`config.mk`:
```
export PLATFORM = sky130hd
export DESIGN_NAME = control_unit
export DESIGN_NICKNAME = d
export VERILOG_FILES = /design/src/rtl/cu_pkg.sv /design/src/rtl/cu_decode.sv /design/src/rtl/control_unit.sv
export SDC_FILE = /design/constraint.sdc
export NUM_CORES = 1
export LEC_CHECK = 0
export CAP_MARGIN = 5
export CORE_MARGIN = 2
export CORE_UTILIZATION = 47
export DETAILED_ROUTE_END_ITERATION = 8
export GPL_TIMING_DRIVEN = 0
export PLACE_DENSITY = 0.89
export SLEW_MARGIN = 20
export SYNTH_ARGS = -nofsm -noshare
export SYNTH_HDL_FRONTEND = slang
export SYNTH_SLANG_ARGS = --single-unit
```
`constraint.sdc`:
```
create_clock -name clk -period 3.5 [get_ports clk]
set_clock_uncertainty 0.15 [all_clocks]
set_input_delay 0.7 -clock clk [delete_from_list [all_inputs] [get_ports clk]]
set_output_delay 0.7 -clock clk [all_outputs]
set_load 0.1 [all_outputs]
```
`src/rtl/cu_pkg.sv`:
```
// Shared definitions for the control unit: state encoding, opcodes, bus
// source codes, C-bus write-enable bit positions and ALU operation codes.
// Optional feature macro: CU_MEM_WAIT_EN adds the memory wait state S_MW.
package cu_pkg;

  typedef enum logic [3:0] {
    S_IDLE, S_F1, S_F2, S_F3, S_DEC,
    S_O1, S_O2, S_O3, S_O4, S_O5,
    S_EXE, S_HALT
`ifdef CU_MEM_WAIT_EN
    , S_MW
`endif
  } state_t;

  localparam logic [3:0] OP_NOP  = 4'h0;
  localparam logic [3:0] OP_LDAC = 4'h1;
  localparam logic [3:0] OP_STAC = 4'h2;
  localparam logic [3:0] OP_MVR  = 4'h3;
  localparam logic [3:0] OP_MVAC = 4'h4;
  localparam logic [3:0] OP_ADD  = 4'h5;
  localparam logic [3:0] OP_SUB  = 4'h6;
  localparam logic [3:0] OP_INC  = 4'h7;
  localparam logic [3:0] OP_JUMP = 4'h8;
  localparam logic [3:0] OP_JMPZ = 4'h9;
  localparam logic [3:0] OP_END  = 4'hF;

  localparam logic [3:0] SEL_DR = 4'd0;
  localparam logic [3:0] SEL_R1 = 4'd1;
  localparam logic [3:0] SEL_R2 = 4'd2;
  localparam logic [3:0] SEL_R3 = 4'd3;
  localparam logic [3:0] SEL_RA = 4'd4;
  localparam logic [3:0] SEL_RB = 4'd5;
  localparam logic [3:0] SEL_RC = 4'd6;
  localparam logic [3:0] SEL_AC = 4'd7;
  localparam logic [3:0] SEL_PC = 4'd8;

  localparam int CB_PC = 9;
  localparam int CB_RA = 8;
  localparam int CB_RB = 7;
  localparam int CB_RC = 6;
  localparam int CB_R1 = 5;
  localparam int CB_R2 = 4;
  localparam int CB_R3 = 3;
  localparam int CB_DR = 2;
  localparam int CB_AR = 1;
  localparam int CB_AC = 0;

  localparam logic [2:0] ALU_PASS = 3'd0;
  localparam logic [2:0] ALU_ADD  = 3'd1;
  localparam logic [2:0] ALU_SUB  = 3'd2;

  // Register-indexed opcodes only know registers 0..8; 0xA-0xE are undefined.
  function automatic logic is_illegal(input logic [3:0] op, input logic [3:0] r);
    logic bad;
    bad = 1'b0;
    if (op >= 4'hA && op <= 4'hE) bad = 1'b1;
    else if ((op == OP_MVR || op == OP_MVAC || op == OP_ADD || op == OP_SUB) && r > 4'd8)
      bad = 1'b1;
    return bad;
  endfunction

  // One-hot C-bus write enable for the register with bus code r.
  function automatic logic [9:0] reg_we_mask(input logic [3:0] r);
    logic [9:0] m;
    m = '0;
    case (r)
      SEL_DR: m[CB_DR] = 1'b1;
      SEL_R1: m[CB_R1] = 1'b1;
      SEL_R2: m[CB_R2] = 1'b1;
      SEL_R3: m[CB_R3] = 1'b1;
      SEL_RA: m[CB_RA] = 1'b1;
      SEL_RB: m[CB_RB] = 1'b1;
      SEL_RC: m[CB_RC] = 1'b1;
      SEL_AC: m[CB_AC] = 1'b1;
      SEL_PC: m[CB_PC] = 1'b1;
      default: m = '0;
    endcase
    return m;
  endfunction

endpackage

```
`src/rtl/cu_decode.sv`:
```
// Combinational output decode: turns the current state plus the opcode and
// register index into register-file strobes, bus select and ALU operation.
// Optional feature macro: CU_MEM_WAIT_EN (adds decode of the S_MW state).
module cu_decode
  import cu_pkg::*;
(
  input  state_t     state,
  input  logic [3:0] op,
  input  logic [3:0] r,
`ifdef CU_MEM_WAIT_EN
  input  logic       mw_write,
`endif
  output logic       ldir,
  output logic       pc_inc,
  output logic       ac_inc,
  output logic       ra_inc,
  output logic       rb_inc,
  output logic       rc_inc,
  output logic       read,
  output logic       write,
  output logic [9:0] cbus,
  output logic [3:0] select,
  output logic [2:0] alu_op,
  output logic       busy,
  output logic       halted,
  output logic       illegal
);

  // Per-state micro-operations; everything defaults to idle values first.
  always_comb begin
    ldir    = 1'b0;
    pc_inc  = 1'b0;
    ac_inc  = 1'b0;
    ra_inc  = 1'b0;
    rb_inc  = 1'b0;
    rc_inc  = 1'b0;
    read    = 1'b0;
    write   = 1'b0;
    cbus    = '0;
    select  = SEL_DR;
    alu_op  = ALU_PASS;
    illegal = 1'b0;
    busy    = (state != S_IDLE) && (state != S_HALT);
    halted  = (state == S_HALT);
    case (state)
      S_F1, S_O1: begin
        select      = SEL_PC;
        cbus[CB_AR] = 1'b1;
      end
      S_F2: begin
        read   = 1'b1;
        pc_inc = 1'b1;
      end
      S_F3: ldir = 1'b1;
      S_DEC: illegal = is_illegal(op, r);
      S_O2: begin
        read   = 1'b1;
        pc_inc = (op == OP_LDAC) || (op == OP_STAC);
      end
      S_O3: begin
        select = SEL_DR;
        if (op == OP_JUMP || op == OP_JMPZ) cbus[CB_PC] = 1'b1;
        else cbus[CB_AR] = 1'b1;
      end
      S_O4: begin
        if (op == OP_STAC) begin
          select      = SEL_AC;
          cbus[CB_DR] = 1'b1;
        end else begin
          read = 1'b1;
        end
      end
      S_O5: begin
        if (op == OP_STAC) begin
          write = 1'b1;
        end else begin
          select      = SEL_DR;
          alu_op      = ALU_PASS;
          cbus[CB_AC] = 1'b1;
        end
      end
      S_EXE: begin
        case (op)
          OP_MVR: begin
            select      = r;
            cbus[CB_AC] = 1'b1;
          end
          OP_MVAC: begin
            select = SEL_AC;
            cbus   = reg_we_mask(r);
          end
          OP_ADD: begin
            select      = r;
            alu_op      = ALU_ADD;
            cbus[CB_AC] = 1'b1;
          end
          OP_SUB: begin
            select      = r;
            alu_op      = ALU_SUB;
            cbus[CB_AC] = 1'b1;
          end
          OP_INC: begin
            case (r)
              SEL_RA: ra_inc = 1'b1;
              SEL_RB: rb_inc = 1'b1;
              SEL_RC: rc_inc = 1'b1;
              SEL_AC: ac_inc = 1'b1;
              SEL_PC: pc_inc = 1'b1;
              default: ;
            endcase
          end
          OP_JMPZ: pc_inc = 1'b1;
          default: ;
        endcase
      end
`ifdef CU_MEM_WAIT_EN
      S_MW: begin
        read  = !mw_write;
        write = mw_write;
      end
`endif
      default: ;
    endcase
  end

endmodule

```
`src/rtl/control_unit.sv`:
```
// Control unit top: state register, opcode/index latch and next-state logic;
// output decode lives in cu_decode.
// Optional feature macro: CU_MEM_WAIT_EN inserts a wait state S_MW after
// every memory read/write state.
module control_unit
  import cu_pkg::*;
(
  input  logic       clk,
  input  logic       rst,
  input  logic       start,
  input  logic [7:0] instr,
  input  logic       z_flag,
  output logic       LDIR,
  output logic       PC_INC,
  output logic       AC_INC,
  output logic       RA_INC,
  output logic       RB_INC,
  output logic       RC_INC,
  output logic       read,
  output logic       write,
  output logic [9:0] C_bus_ctrl_sig,
  output logic [3:0] select,
  output logic [2:0] alu_op,
  output logic       busy,
  output logic       halted,
  output logic       illegal
);

  state_t     state_q, state_d, after_mem;
  logic [3:0] op_q, r_q, op_eff, r_eff;
  logic       mem_state;

  // In DEC the IR is decoded straight from instr; afterwards the latched copy is used.
  assign op_eff = (state_q == S_DEC) ? instr[7:4] : op_q;
  assign r_eff  = (state_q == S_DEC) ? instr[3:0] : r_q;

  // State register and instruction latch (captured on the edge leaving DEC).
  always_ff @(posedge clk or posedge rst) begin
    if (rst) begin
      state_q <= S_IDLE;
      op_q    <= '0;
      r_q     <= '0;
    end else begin
      state_q <= state_d;
      if (state_q == S_DEC) begin
        op_q <= instr[7:4];
        r_q  <= instr[3:0];
      end
    end
  end

`ifdef CU_MEM_WAIT_EN
  state_t mw_ret_q;
  logic   mw_write;

  // Remembers where to resume after the memory wait cycle.
  always_ff @(posedge clk or posedge rst) begin
    if (rst) mw_ret_q <= S_IDLE;
    else if (mem_state) mw_ret_q <= after_mem;
  end

  assign mw_write = (mw_ret_q == S_F1);
`endif

  // Next-state logic; memory states route through S_MW when the wait is enabled.
  always_comb begin
    state_d   = state_q;
    mem_state = 1'b0;
    after_mem = S_F1;
    case (state_q)
      S_IDLE: if (start) state_d = S_F1;
      S_F1:   state_d = S_F2;
      S_F2: begin
        mem_state = 1'b1;
        after_mem = S_F3;
      end
      S_F3:   state_d = S_DEC;
      S_DEC: begin
        if (is_illegal(instr[7:4], instr[3:0])) begin
          state_d = S_F1;
        end else begin
          case (instr[7:4])
            OP_LDAC, OP_STAC, OP_JUMP:               state_d = S_O1;
            OP_JMPZ:                                 state_d = z_flag ? S_O1 : S_EXE;
            OP_MVR, OP_MVAC, OP_ADD, OP_SUB, OP_INC: state_d = S_EXE;
            OP_END:                                  state_d = S_HALT;
            default:                                 state_d = S_F1;
          endcase
        end
      end
      S_O1:   state_d = S_O2;
      S_O2: begin
        mem_state = 1'b1;
        after_mem = S_O3;
      end
      S_O3:   state_d = (op_q == OP_JUMP || op_q == OP_JMPZ) ? S_F1 : S_O4;
      S_O4: begin
        if (op_q == OP_LDAC) begin
          mem_state = 1'b1;
          after_mem = S_O5;
        end else begin
          state_d = S_O5;
        end
      end
      S_O5: begin
        if (op_q == OP_STAC) begin
          mem_state = 1'b1;
          after_mem = S_F1;
        end else begin
          state_d = S_F1;
        end
      end
      S_EXE:  state_d = S_F1;
      S_HALT: state_d = S_HALT;
`ifdef CU_MEM_WAIT_EN
      S_MW:   state_d = mw_ret_q;
`endif
      default: state_d = S_IDLE;
    endcase
    if (mem_state) begin
`ifdef CU_MEM_WAIT_EN
      state_d = S_MW;
`else
      state_d = after_mem;
`endif
    end
  end

  cu_decode u_decode (
    .state    (state_q),
    .op       (op_eff),
    .r        (r_eff),
`ifdef CU_MEM_WAIT_EN
    .mw_write (mw_write),
`endif
    .ldir     (LDIR),
    .pc_inc   (PC_INC),
    .ac_inc   (AC_INC),
    .ra_inc   (RA_INC),
    .rb_inc   (RB_INC),
    .rc_inc   (RC_INC),
    .read     (read),
    .write    (write),
    .cbus     (C_bus_ctrl_sig),
    .select   (select),
    .alu_op   (alu_op),
    .busy     (busy),
    .halted   (halted),
    .illegal  (illegal)
  );

endmodule
```
# After elaboration in Yosys (flattened, before gate mapping)
# Index checks and enable logic that the tools add are counted.
totals:
  register_bits: 12
  wordCells: 139
  inputBits: 12
classes:
  eq_ne: 47
  n_reduce_logical: 23
  n_lt_le_gt_ge: 6
  mux: 60
ops:
  columns: ["cell", "count"]
  rows:
  - ["== test 4 x 3 -> 1 bit (second input constant)", 16]
  - ["== test 4 bit (second input constant)", 12]
  - ["one-hot mux 4 bit (11 select lines)", 1]
  - ["two-way mux 4 bit", 10]
  - ["== test 4 x 2 -> 1 bit (second input constant)", 9]
  - ["two-way mux 1 bit", 31]
  - ["one-hot mux 4 bit (3 select lines)", 2]
  - ["== test 4 x 1 -> 1 bit (second input constant)", 5]
  - ["one-hot mux 4 bit (4 select lines)", 1]
  - ["one-hot mux 1 bit (2 select lines)", 6]
  - ["logical OR 1 bit", 9]
  - ["two-way mux 9 bit", 1]
  - ["inequality test 3 bit (second input constant)", 3]
  - ["one-hot mux 1 bit (3 select lines)", 3]
  - ["greater-or-equal comparator 4 bit (second input constant)", 2]
  - ["> comparator 4 bit (second input constant)", 2]
  - ["<= comparator 4 bit (second input constant)", 2]
  - ["logical NOT 4 bit", 2]
  - ["one-hot mux 4 bit (2 select lines)", 1]
  - ["two-way mux 3 bit", 2]
  - ["two-way mux 6 bit", 1]
  - ["OR reduction 3 bit", 2]
  - ["logical AND 1 bit", 5]
  - ["OR reduction 5 bit", 1]
  - ["6 further kinds", 7]

# Longest topological paths before layout
depth:
  ltp_word: 11
  depth_mapped: 8

# Modules after synthesis
# A second synthesis with hierarchy kept.
unflattened:
  hier_cells: 167
  hier_area_um2: 1356.3
modules_own_cells:
  columns: ["module", "instances", "cells_each", "seq_area_each_um2", "area_per_inst_um2"]
  rows:
  - ["control_unit", 1, 73, 300.3, 747.0]
  - ["cu_decode", 1, 94, 0.0, 609.3]

# Least setup slack after synthesis
# No wires, ideal clock.
synth_path:
  path_type: "register to output"
  from: "register state_q[0]"
  to: "output port alu_op[1]"
  n_path_buf: 3
  path_stages_with_launch: 7
  path_slack_ns: -1.559
  t_arrival_ns: 4.209
  required_time_ns: 2.650
  cell_sequence: "dfrtp_1 -> buf_6 -> nor4b_1 -> buf_2 -> clkbuf_1 -> a31oi_1 -> nor4_1"
synth_via:
  elab_chain_len: 5
synth_rtl:
  columns: ["item", "line_no", "text"]
  rows:
  - ["from (decl)", "control_unit.sv:29", "state_t state_q, state_d, after_mem;"]
  - ["from (signal assigned)", "control_unit.sv:44", "state_q <= state_d;"]
  - ["== test 4 x 3 -> 1 bit", "control_unit.sv:34", "assign op_eff = (state_q == S_DEC) ? instr[7:4] : op_q;"]
  - ["two-way mux 4 bit", null, null]
  - ["== test 4 x 3 -> 1 bit", "cu_decode.sv:83", "case (op)"]
  - ["one-hot mux 2 bit (2 select lines)", "cu_decode.sv:83", null]
  - ["two-way mux 3 bit *", null, null]
  - ["to (decl)", "control_unit.sv:23", "output logic [2:0] alu_op,"]
# Every way passes the cells marked *; elsewhere a longest branch is shown, timed or not.

# Worst setup path in the final report
layout_path:
  from: "input port instr[5]"
  to: "output port C_bus_ctrl_sig[2]"
layout_via:
  elab_chain_len: 4
layout_rtl:
  columns: ["item", "line_no", "text"]
  rows:
  - ["from (decl)", "control_unit.sv:11", "input logic [7:0] instr,"]
  - ["two-way mux 4 bit *", null, null]
  - ["== test 4 x 3 -> 1 bit or == test 4 x 2 -> 1 bit (tied branches)", "cu_decode.sv:83, cu_decode.sv:66", null]
  - ["two-way mux 9 bit or two-way mux 1 bit (tied branches)", "cu_decode.sv:83, cu_decode.sv:66", null]
  - ["one-hot mux 1 bit (2 select lines) *", "cu_decode.sv:45", "case (state)"]
  - ["to (decl)", "control_unit.sv:21", "output logic [9:0] C_bus_ctrl_sig,"]
# Marks and branches as above.

==> out/metrics.json <==
{
  "cp_cell_sequence": {"value": "clkdlybuf4s50_1 -> nor4b_1 -> mux2i_1 -> or4_1 -> o21ai_4 -> buf_12"},
  "area_growth": {"value": 47.4, "unit": "%"},
  "die_ar": {"value": 3220, "unit": "um2"},
  "avgViaCountPerCell": {"value": 6.10},
  "vdd_drop_max": {"value": 743, "unit": "uV"},
  "finalSetupViolations": {"value": 0},
  "slowest_delay": {"value": 0.54, "unit": "ns"},
  "slowest_stage": {"value": "sky130_fd_sc_hd__clkdlybuf4s50_1"},
  "ys_seq_elements": {"value": 12},
  "final_layout_size_suffix_gt1_share": {"value": 30.4, "unit": "%"},
  "finalWorstPathRequiredPeriod": {"value": 3.46, "unit": "ns"},
  "place_ws": {"value": -1.04, "unit": "ns"},
  "hold_depth": {"value": 2},
  "run_status": {"value": "completed"},
  "avgSynthCellArea": {"value": 7.52, "unit": "um2"},
  "drt_iter0_markers": {"value": 55},
  "start_util": {"value": 48.3, "unit": "%"},
  "cp_data_arrival_time": {"value": 2.61, "unit": "ns"},
  "maxSlewViolCount": {"value": 0},
  "final_hold_violation_count": {"value": 0},
  "clock_tree.htree_level_count": {"value": 1},
  "timing.max_slew.rel_slack": {"value": 35.9, "unit": "%"},
  "post-route-worst-setup-slack": {"value": 0.0384, "unit": "ns"},
  "synthSimpleGateAreaFrac": {"value": 32.7, "unit": "%"},
  "netlist-cell-type-count": {"value": 53},
  "synth_largest_type_area_fraction": {"value": 22.9, "unit": "%"},
  "synth_largest_area_cell": {"value": "sky130_fd_sc_hd__dfrtp_1"},
  "synth.cell_area": {"value": 1310, "unit": "um2"},
  "detailedRoute.firstPassIterationCount": {"value": 4},
  "synth_enable_flop_cells": {"value": 0},
  "die_height": {"value": 56.8, "unit": "um"},
  "timing.max_cap.violations": {"value": 0},
  "portBuffers": {"value": 38},
  "clock_tree.root_cell": {"value": "sky130_fd_sc_hd__clkbuf_4"},
  "critical_path.top_delay_family": {"value": "simple AND/OR/NAND/NOR gates"},
  "timing.critical_path.to_type": {"value": "output pin"},
  "wl_per_cell": {"value": 15.9, "unit": "um"},
  "clk_slew_on_worst_s_h_paths": {"value": 0.09, "unit": "ns"},
  "tritoncts_sink_count": {"value": 12},
  "worstHoldPathType": {"value": "reg2reg"},
  "grt_max_degree": {"value": 13},
  "critical_path.startpoint_type": {"value": "primary input"},
  "p_leak": {"value": 0.775, "unit": "nW"},
  "synth_ff_type": {"value": "sky130_fd_sc_hd__dfrtp_1"},
  "worstPathMaxFanout": {"value": 5},
  "worst_pin_slew": {"value": 0.960, "unit": "ns"},
  "detail_route.wirelength": {"value": 3.95, "unit": "mm"},
  "grt.overflow.total": {"value": 0},
  "synth-xor-area-share": {"value": 3.35, "unit": "%"},
  "synth_compound_area_share": {"value": 22.5, "unit": "%"},
  "worst-r2r-cell-count": {"value": 6},
  "floorplan.io_pins": {"value": 40},
  "ant_nets": {"value": 0},
  "critical_path_depth": {"value": 6},
  "multiplexer_area_fraction_after_synthesis": {"value": 7.93, "unit": "%"},
  "via_count": {"value": 1512},
  "synth_warnings": {"value": 0},
  "cellPowerDensity": {"value": 880, "unit": "nW/um2"},
  "grt_pass1_wl": {"value": 6.47, "unit": "mm"},
  "grt_pass1_vias": {"value": 1357},
  "number_of_diodes_added_for_antenna_fixing": {"value": 0},
  "antenna_found_initial": {"value": 0},
  "tritoncts.num_buffers": {"value": 3},
  "core_area": {"value": 2710, "unit": "um2"},
  "worstPathBufferInverterCount": {"value": 2},
  "req_time_crit_path": {"value": 2.65, "unit": "ns"},
  "worstSetupPathType": {"value": "in2out"},
  "globalplace.congestion": {"value": 0.908},
  "ys_seq_area_share": {"value": 22.9, "unit": "%"},
  "detail_route.drc_violations": {"value": 0},
  "synthTopCellsByArea": {"value": "sky130_fd_sc_hd__dfrtp_1 (23%), sky130_fd_sc_hd__mux2i_1 (5.4%), sky130_fd_sc_hd__nor2_1 (4.6%), sky130_fd_sc_hd__clkbuf_1 (3.4%), sky130_fd_sc_hd__inv_1 (3.4%)"},
  "maxClockFrequency": {"value": 289, "unit": "MHz"},
  "cts_tree": {"value": "done"},
  "global_router_s_overall_resource_usage": {"value": 25.2, "unit": "%"},
  "synth_nets": {"value": 186},
  "rows": {"value": 19},
  "hpwlAfterDp": {"value": 2.92, "unit": "mm"},
  "synth-adder-area-share": {"value": 0.765, "unit": "%"},
  "clock_path_buffers": {"value": 2},
  "num-nets-final": {"value": 230},
  "timing.setup.tns": {"value": 0, "unit": "ns"},
  "cts.hold.buffers_added": {"value": 0},
  "asr_flop_ratio_synth": {"value": 100, "unit": "%"},
  "synth_top_family_by_area": {"value": "simple AND/OR/NAND/NOR gates"},
  "final_worst_hold_slack": {"value": 0.476, "unit": "ns"},
  "postSynthCellCount": {"value": 174},
  "timing.final.crit_share": {"value": 98.9, "unit": "%"},
  "insertion_delay_to_the_later_sink_of_the_worst_skew_pair": {"value": 0.29, "unit": "ns"},
  "die_w": {"value": 56.8, "unit": "um"}
}
## final timing paths
path,to,from,slack [ns]
worst min-delay path,r_q[3]$_DFF_PP0_,r_q[3]$_DFF_PP0_,0.48
worst max-delay path,C_bus_ctrl_sig[2],instr[5],0.04
worst max register to register,r_q[0]$_DFF_PP0_,state_q[0]$_DFFE_PP0P_,1.57
min in group asynchronous,state_q[1]$_DFFE_PP0P_,rst,0.58
worst min register to register,r_q[3]$_DFF_PP0_,r_q[3]$_DFF_PP0_,0.48
max in group asynchronous,r_q[0]$_DFF_PP0_,rst,2.28
## sequential cells by signal, indices dropped and copies added, names as in the netlist
signal	flops
op_q	4
r_q	4
state_q	4
## final cells by class
class                   instances  area [um2]
well taps                      31        38.8
clock buffers                   4        36.3
repair buffers                 39         398
fillers                       224         781
plain buffers                  16        88.8
multi-input cells             133        1020
inverters                      13        48.8
flip-flops and latches         12         300
## cell usage in the layout (no fill, tap or decap), types with 4 or more instances in the layout
cell and n:
sky130_fd_sc_hd__clkbuf_2 4, sky130_fd_sc_hd__nand2b_1 5, sky130_fd_sc_hd__nor4b_1 5, sky130_fd_sc_hd__buf_2 6
sky130_fd_sc_hd__clkbuf_4 4, sky130_fd_sc_hd__buf_6 7, sky130_fd_sc_hd__nand3_1 4, sky130_fd_sc_hd__nor3_1 4
sky130_fd_sc_hd__o21ai_0 4, sky130_fd_sc_hd__inv_1 12, sky130_fd_sc_hd__buf_4 5, sky130_fd_sc_hd__clkbuf_1 7
sky130_fd_sc_hd__nor2_1 10, sky130_fd_sc_hd__clkdlybuf4s50_1 12, sky130_fd_sc_hd__mux2i_1 6, sky130_fd_sc_hd__a21oi_1 7
sky130_fd_sc_hd__nor2_2 6, sky130_fd_sc_hd__dfrtp_1 12, sky130_fd_sc_hd__nand2_1 12, sky130_fd_sc_hd__xnor2_1 5
## what timing repair did
action,in CTS,in global routing
endpoints found under the setup margin,24,19
pin swaps,0,1
gates resized for setup,112,32
setup buffers,0,1
cloned,0,0
## metal layers
metal / global-route usage [%] / vias to the layer above / routed length [um]
li1: - / 722 / -
met1: 35.6 / 718 / 1770
met2: 38.9 / 63 / 1880
met3: 4.38 / 9 / 245
met4: 8.31 / 0 / 53
met5: 0 / - / 0
## through the flow
step	total power [W]	cell area, um2	cells	util, %
2_1_floorplan	0.00129	1430	174	-
3_3_place_gp	0.00152	1850	243	68.1
3_5_place_dp	0.00154	1850	243	68.1
4_1_cts	0.00166	1880	247	69.2
5_1_grt	0.00179	1930	248	71.2
6_report	0.00170	1930	248	71.2
## where the power goes
part	switching (W)	internal, W	leakage (nW)	total, W
clock	0.0000559	0.0000634	0.0210	0.000119
combinational	0.000899	0.000395	0.608	0.00129
sequential	0.0000749	0.000210	0.146	0.000285
total	0.00103	0.000668	0.775	0.00170
## cell families after synthesis
| kind of cell | count (synthesis) |
|---|---|
| fa+ha+maj | 1 |
| mux | 10 |
| xor+xnor | 5 |
| buf+inv | 29 |
| flops | 12 |
| simple gates | 74 |
| compound gates | 42 |
| other cells | 1 |
## worst min-delay path: stages (launching register included)
cell and delay, ns:
sky130_fd_sc_hd__dfrtp_1 0.42, sky130_fd_sc_hd__a21oi_4 0.10, sky130_fd_sc_hd__inv_2 0.08
## synthesized netlist by cell type, types with 4 or more instances
library cell                n
sky130_fd_sc_hd__mux2i_1    7
sky130_fd_sc_hd__nand3_1    4
sky130_fd_sc_hd__nand2b_1   5
sky130_fd_sc_hd__clkbuf_1  12
sky130_fd_sc_hd__o22ai_1    4
sky130_fd_sc_hd__a21oi_1    8
sky130_fd_sc_hd__inv_1     12
sky130_fd_sc_hd__nor2_1    16
sky130_fd_sc_hd__nor4b_1    5
sky130_fd_sc_hd__xnor2_1    5
sky130_fd_sc_hd__dfrtp_1   12
sky130_fd_sc_hd__nand2_1   12
sky130_fd_sc_hd__nor3_1     7
sky130_fd_sc_hd__o21ai_0    5
No activity file was read; power rests on OpenSTA's default activity.
==> RTL change 1 (same flow settings) <==
Register the inputs `start`, `instr` and `z_flag` before use, without a reset. The logic sees them one clock later.
--- a/src/rtl/control_unit.sv
+++ b/src/rtl/control_unit.sv
@@ -27,4 +27,14 @@
 );
 
+  logic start_q;
+  logic [7:0] instr_q;
+  logic z_flag_q;
+
+  always_ff @(posedge clk) begin
+    start_q  <= start;
+    instr_q  <= instr;
+    z_flag_q <= z_flag;
+  end
+
   state_t     state_q, state_d, after_mem;
   logic [3:0] op_q, r_q, op_eff, r_eff;
@@ -32,6 +42,6 @@
 
   // In DEC the IR is decoded straight from instr; afterwards the latched copy is used.
-  assign op_eff = (state_q == S_DEC) ? instr[7:4] : op_q;
-  assign r_eff  = (state_q == S_DEC) ? instr[3:0] : r_q;
+  assign op_eff = (state_q == S_DEC) ? instr_q[7:4] : op_q;
+  assign r_eff  = (state_q == S_DEC) ? instr_q[3:0] : r_q;
 
   // State register and instruction latch (captured on the edge leaving DEC).
@@ -44,6 +54,6 @@
       state_q <= state_d;
       if (state_q == S_DEC) begin
-        op_q <= instr[7:4];
-        r_q  <= instr[3:0];
+        op_q <= instr_q[7:4];
+        r_q  <= instr_q[3:0];
       end
     end
@@ -69,5 +79,5 @@
     after_mem = S_F1;
     case (state_q)
-      S_IDLE: if (start) state_d = S_F1;
+      S_IDLE: if (start_q) state_d = S_F1;
       S_F1:   state_d = S_F2;
       S_F2: begin
@@ -77,10 +87,10 @@
       S_F3:   state_d = S_DEC;
       S_DEC: begin
-        if (is_illegal(instr[7:4], instr[3:0])) begin
+        if (is_illegal(instr_q[7:4], instr_q[3:0])) begin
           state_d = S_F1;
         end else begin
-          case (instr[7:4])
+          case (instr_q[7:4])
             OP_LDAC, OP_STAC, OP_JUMP:               state_d = S_O1;
-            OP_JMPZ:                                 state_d = z_flag ? S_O1 : S_EXE;
+            OP_JMPZ:                                 state_d = z_flag_q ? S_O1 : S_EXE;
             OP_MVR, OP_MVAC, OP_ADD, OP_SUB, OP_INC: state_d = S_EXE;
             OP_END:                                  state_d = S_HALT;
Behaviour: not the same (Yosys sat finds a counterexample within 4 cycles, from zero or initial values and one cycle with rst high).
==> RTL change 1 against the unedited design <==
- maximum frequency grew 0.87%
- area after synthesis grew 17%
- cell area grew 11%
- sequential cell count grew 10
- routed wire length grew 11%
- sequential power grew 47%
- total power grew 10%
- worst setup slack gained 30 ps
- critical path depth is the same
- global-route usage shrank 0.62 points
- critical endpoint is now C_bus_ctrl_sig[4]
- highest routed layer unchanged
==> RTL change 1: results (changes against the unedited design) <==
Reg-to-Reg Start: instr_q[4]
Min-delay src: instr_q[2]
Worst path arrival time: 2580 ps (-30 ps)
Clk_lat worst skew: 320 ps (+30 ps)
CP max FO: 7 (+2)
LEAKAGE: 0.886 nW (+14%)
CP max stage delay: 480 ps (-60 ps)
Synth top cells by count: nor2_1, a21oi_1, dfrtp_1, nand2_1, clkbuf_1
Netlist cell types: 50 (-5.7%)
Worst-margin pin slew: 963 ps (+2.56 ps)
WHS: 426 ps (-50.5 ps)
Startpoint types: register
Post-Place Setup Slack: -615 ps (+424 ps)
P_sw: 1.10 mW (+6.8%)
GP Congestion: 0.913 (+0.52%)
DR WL met2: 2130 um (+13%)
Wirelength per Cell: 15.4 um (-3.0%)
Fraction of layout cells with a size suffix above 1: 26.8% (-3.6 points)
Layout Nets: 252 (+9.6%)
P_seq: 0.418 mW (+47%)
First DRT Iteration DRCs: 106 (+93%)
Met2 usage: 37.1% (-1.8 points)
DPL Wire Length: 3200 um (+9.5%)
Max VDD drop: 0.000359 V (-52%)
Crit path to: C_bus_ctrl_sig[4]
Dominant cells by area after synthesis: dfrtp_1, dfxtp_1, nor2_1
Via count: 1624 (+7.4%)
Design Power: 1.87 mW (+10%)
CTS clk-pin slew, worst paths: 120 ps (+30 ps)
Routed WL: 4370 um (+11%)
Hold depth: 1 (-1)
FMAX: 0.291 GHz (+0.87%)
Number of global-route vias before repair: 1445 (+6.5%)
Clk network pwr share: 6.6% (-0.4 points)
Met1 Usage GRT: 34.4% (-1.2 points)
Min-Delay Endpoint: r_q[2]
GRT Util Overall: 24.6% (-0.62 points)
First-pass GRT wire length: 6800 um (+5.0%)
Crit path from: state_q[0]
Mapped Cells: 195 (+12%)
Post-Place Cells: 277 (+14%)
Status: complete, no violations
Fraction of registers with async set/reset: 54.5% (-45 points)
[RTL change 1: cell type report]
| type | count | area, um^2 |
|---|---|---|
| Multi-Input combinational cell | 146 | 1070 |
| Fill cell | 269 | 933 |
| Sequential cell | 22 | 502 |
| Timing Repair Buffer | 40 | 372 |
| Buffer | 15 | 75.1 |
| Tap cell | 44 | 55.1 |
| Inverter | 12 | 45.0 |
| Clock buffer | 4 | 26.3 |
[RTL change 1: cell families (layout without fill, tap and decap cells)]
kind of cell               Yosys count  count (layout)  synth area share (%)
DFF                                 22              22                  32.7
adders and majority gates            1               1                 0.654
buffers and inverters               27              71                  7.27
other                                1               1                 0.245
xor gates and xnor gates             7               7                  4.00
muxes                                7               7                  4.74
and+or+nand+nor                     84              84                  31.2
AOI/OAI and AO/OA                   46              46                  19.2
[RTL change 1: repair_timing]
action / in CTS / in global routing
setup endpoints to repair: 25 / 22
pin swaps: 0 / 0
setup buffers: 0 / 2
gates resized for setup: 116 / 30
hold buffers: 0 / 0
==> RTL change 2 (config.mk and constraints unchanged) <==
Without the edit above. The option `CU_MEM_WAIT_EN` is turned on by a define.
--- a/src/rtl/cu_pkg.sv
+++ b/src/rtl/cu_pkg.sv
@@ -2,4 +2,6 @@
 // source codes, C-bus write-enable bit positions and ALU operation codes.
 // Optional feature macro: CU_MEM_WAIT_EN adds the memory wait state S_MW.
+`define CU_MEM_WAIT_EN
+
 package cu_pkg;
 
Function: changed (a bounded check fails within 4 cycles, from zero or initial values and one cycle with rst high).
==> RTL change 2 against the unedited design <==
- the run now ends with setup timing left
- total power up 11%
- count of clock-buffer cells in the layout is the same
- routed wire length increased by 35%
- global-route usage grew 1.6 points
- worst setup slack worse by 41 ps
- area after synthesis rose by 29%
- cell area grew 17%
- sequential cell count rose by 4
- non-clock buffer count grew 7
- critical path type unchanged
==> RTL change 2: results (changes against the unedited design) <==
Largest net degree at the start of global routing: 17 (+4)
Number of global-route vias before repair: 1747 (+29%)
Worst setup margin: -2.18 ps (-40.6 ps)
Slew headroom: 35.6% (-0.26 points)
Layout Nets: 284 (+23%)
PortBufs: 37 (-2.6%)
Final setup TNS: -2.18 ps (-2.18 ps)
GP Congestion: 0.935 (+3.0%)
GRT Util Overall: 26.8% (+1.6 points)
Fill count: 297 (+33%)
First-pass GRT wire length: 8730 um (+35%)
R2R depth: 7 (+1)
CP max FO: 6 (+1)
Routed WL: 5320 um (+35%)
Netlist cell types: 48 (-9.4%)
Pwr dens: 830 nW/um^2 (-5.7%)
Sequential area share after synthesis: 23.6% (+0.69 points)
Max VDD drop: 0.000371 V (-50%)
Pre-Repair DR Iteration Count: 5 (+1)
Violated checks: setup timing
DPL Wire Length: 3840 um (+31%)
Dominant cells by area after synthesis: dfrtp_1, nor2b_1, a21oi_1
Detail Route Antenna Nets: 0 (unchanged)
CP max stage delay: 560 ps (+20 ps)
Mapped Nets: 238 (+28%)
Setup violations, final: 1 (+1)
Status: finished, violations left
DP Area: 2220 um^2 (+20%)
First DRT Iteration DRCs: 218 (+300%)
CTS Buf Count: 3 (unchanged)
Synth top cells by count: nor2_1, clkbuf_1, dfrtp_1, nand2_1, a21oi_1
Via count: 1995 (+32%)
CTS clk-pin slew, worst paths: 110 ps (+20 ps)
# diodes: 0 (unchanged)
LEAKAGE: 0.880 nW (+14%)
Fraction of layout cells with a size suffix above 1: 29.9% (-0.53 points)
Clk_lat worst skew: 310 ps (+20 ps)
-- RTL change 2: cell types whose count changed after synthesis, moves of 4 or more --
cell	delta
nor2b_1	+11
inv_1	-5
a31oi_1	+4
dfrtp_1	+4
nand3_1	+6
nand2_1	+4
clkbuf_1	+4
o21ai_0	+6
a21oi_1	+7
-- RTL change 2: cells by family (layout without fill, tap and decap cells) --
kind of cell / count (synthesis) / in the layout / synth area share (%)
muxes: 13 / 13 / 8.12
DFF: 16 / 16 / 23.6
buffers and inverters: 28 / 73 / 6.87
xor gates and xnor gates: 4 / 4 / 2.07
AOI/OAI and AO/OA: 58 / 58 / 22.7
and+or+nand+nor: 106 / 106 / 36.3
other: 1 / 1 / 0.221
-- RTL change 2: timing repair --
item / 4_1_cts / 5_1_grt
gates resized for setup: 114 / 37
pin swaps: 1 / 0
setup endpoints to repair: 25 / 24
buffers inserted: 4 / 0
-- RTL change 2: area by class of cell --
cell class / instances / area share, %
buffer: 21 / 4.14
clock buffer: 4 / 1.60
inverter: 7 / 1.16
multi-input combinational: 182 / 58.1
sequential: 16 / 17.7
tap: 46 / 2.54
timing repair buffer: 41 / 14.8
-- RTL change 2: report_power, final --
group | switching, mW | internal [mW] | leakage (nW)
sequential | 0.0895 | 0.266 | 0.192
clock | 0.0722 | 0.0636 | 0.0210
combinational | 0.938 | 0.451 | 0.668
-- RTL change 2: per-stage QoR --
step / worst slack [ps] / instances / power (mW)
after global placement: -869 / 309 / 1.65
final: -2.18 / 317 / 1.88
after floorplan: -618 / 226 / 1.39
after CTS: 0.126 / 317 / 1.82
after global routing: -5.86 / 317 / 1.99
after detailed placement: -885 / 309 / 1.67
-- RTL change 2: final timing paths --
path	start	to	slack, ps
setup / recovery	instr[2]	RB_INC	-2
hold / removal	mw_ret_q[0]	mw_ret_q[0]	370
setup reg to reg	state_q[0]	state_q[0]	1360
hold reg to reg	mw_ret_q[0]	mw_ret_q[0]	370
max in group asynchronous	rst	r_q[0]	2140
min in group asynchronous	rst	op_q[3]	630
-- RTL change 2: worst max-delay path: cells and delay by family --
family | cells | cell delay [ps]
simple gates | 2 | 750
mux | 1 | 150
buf+inv | 2 | 900
compound gates | 1 | 140
-- RTL change 2: metal layers --
layer | vias up | wire, um | GRT usage (%)
met5 | - | 0 | 0
met4 | 0 | 174 | 8.15
met3 | 22 | 487 | 5.63
met2 | 113 | 2380 | 40.8
met1 | 942 | 2280 | 38.0
li1 | 918 | - | -
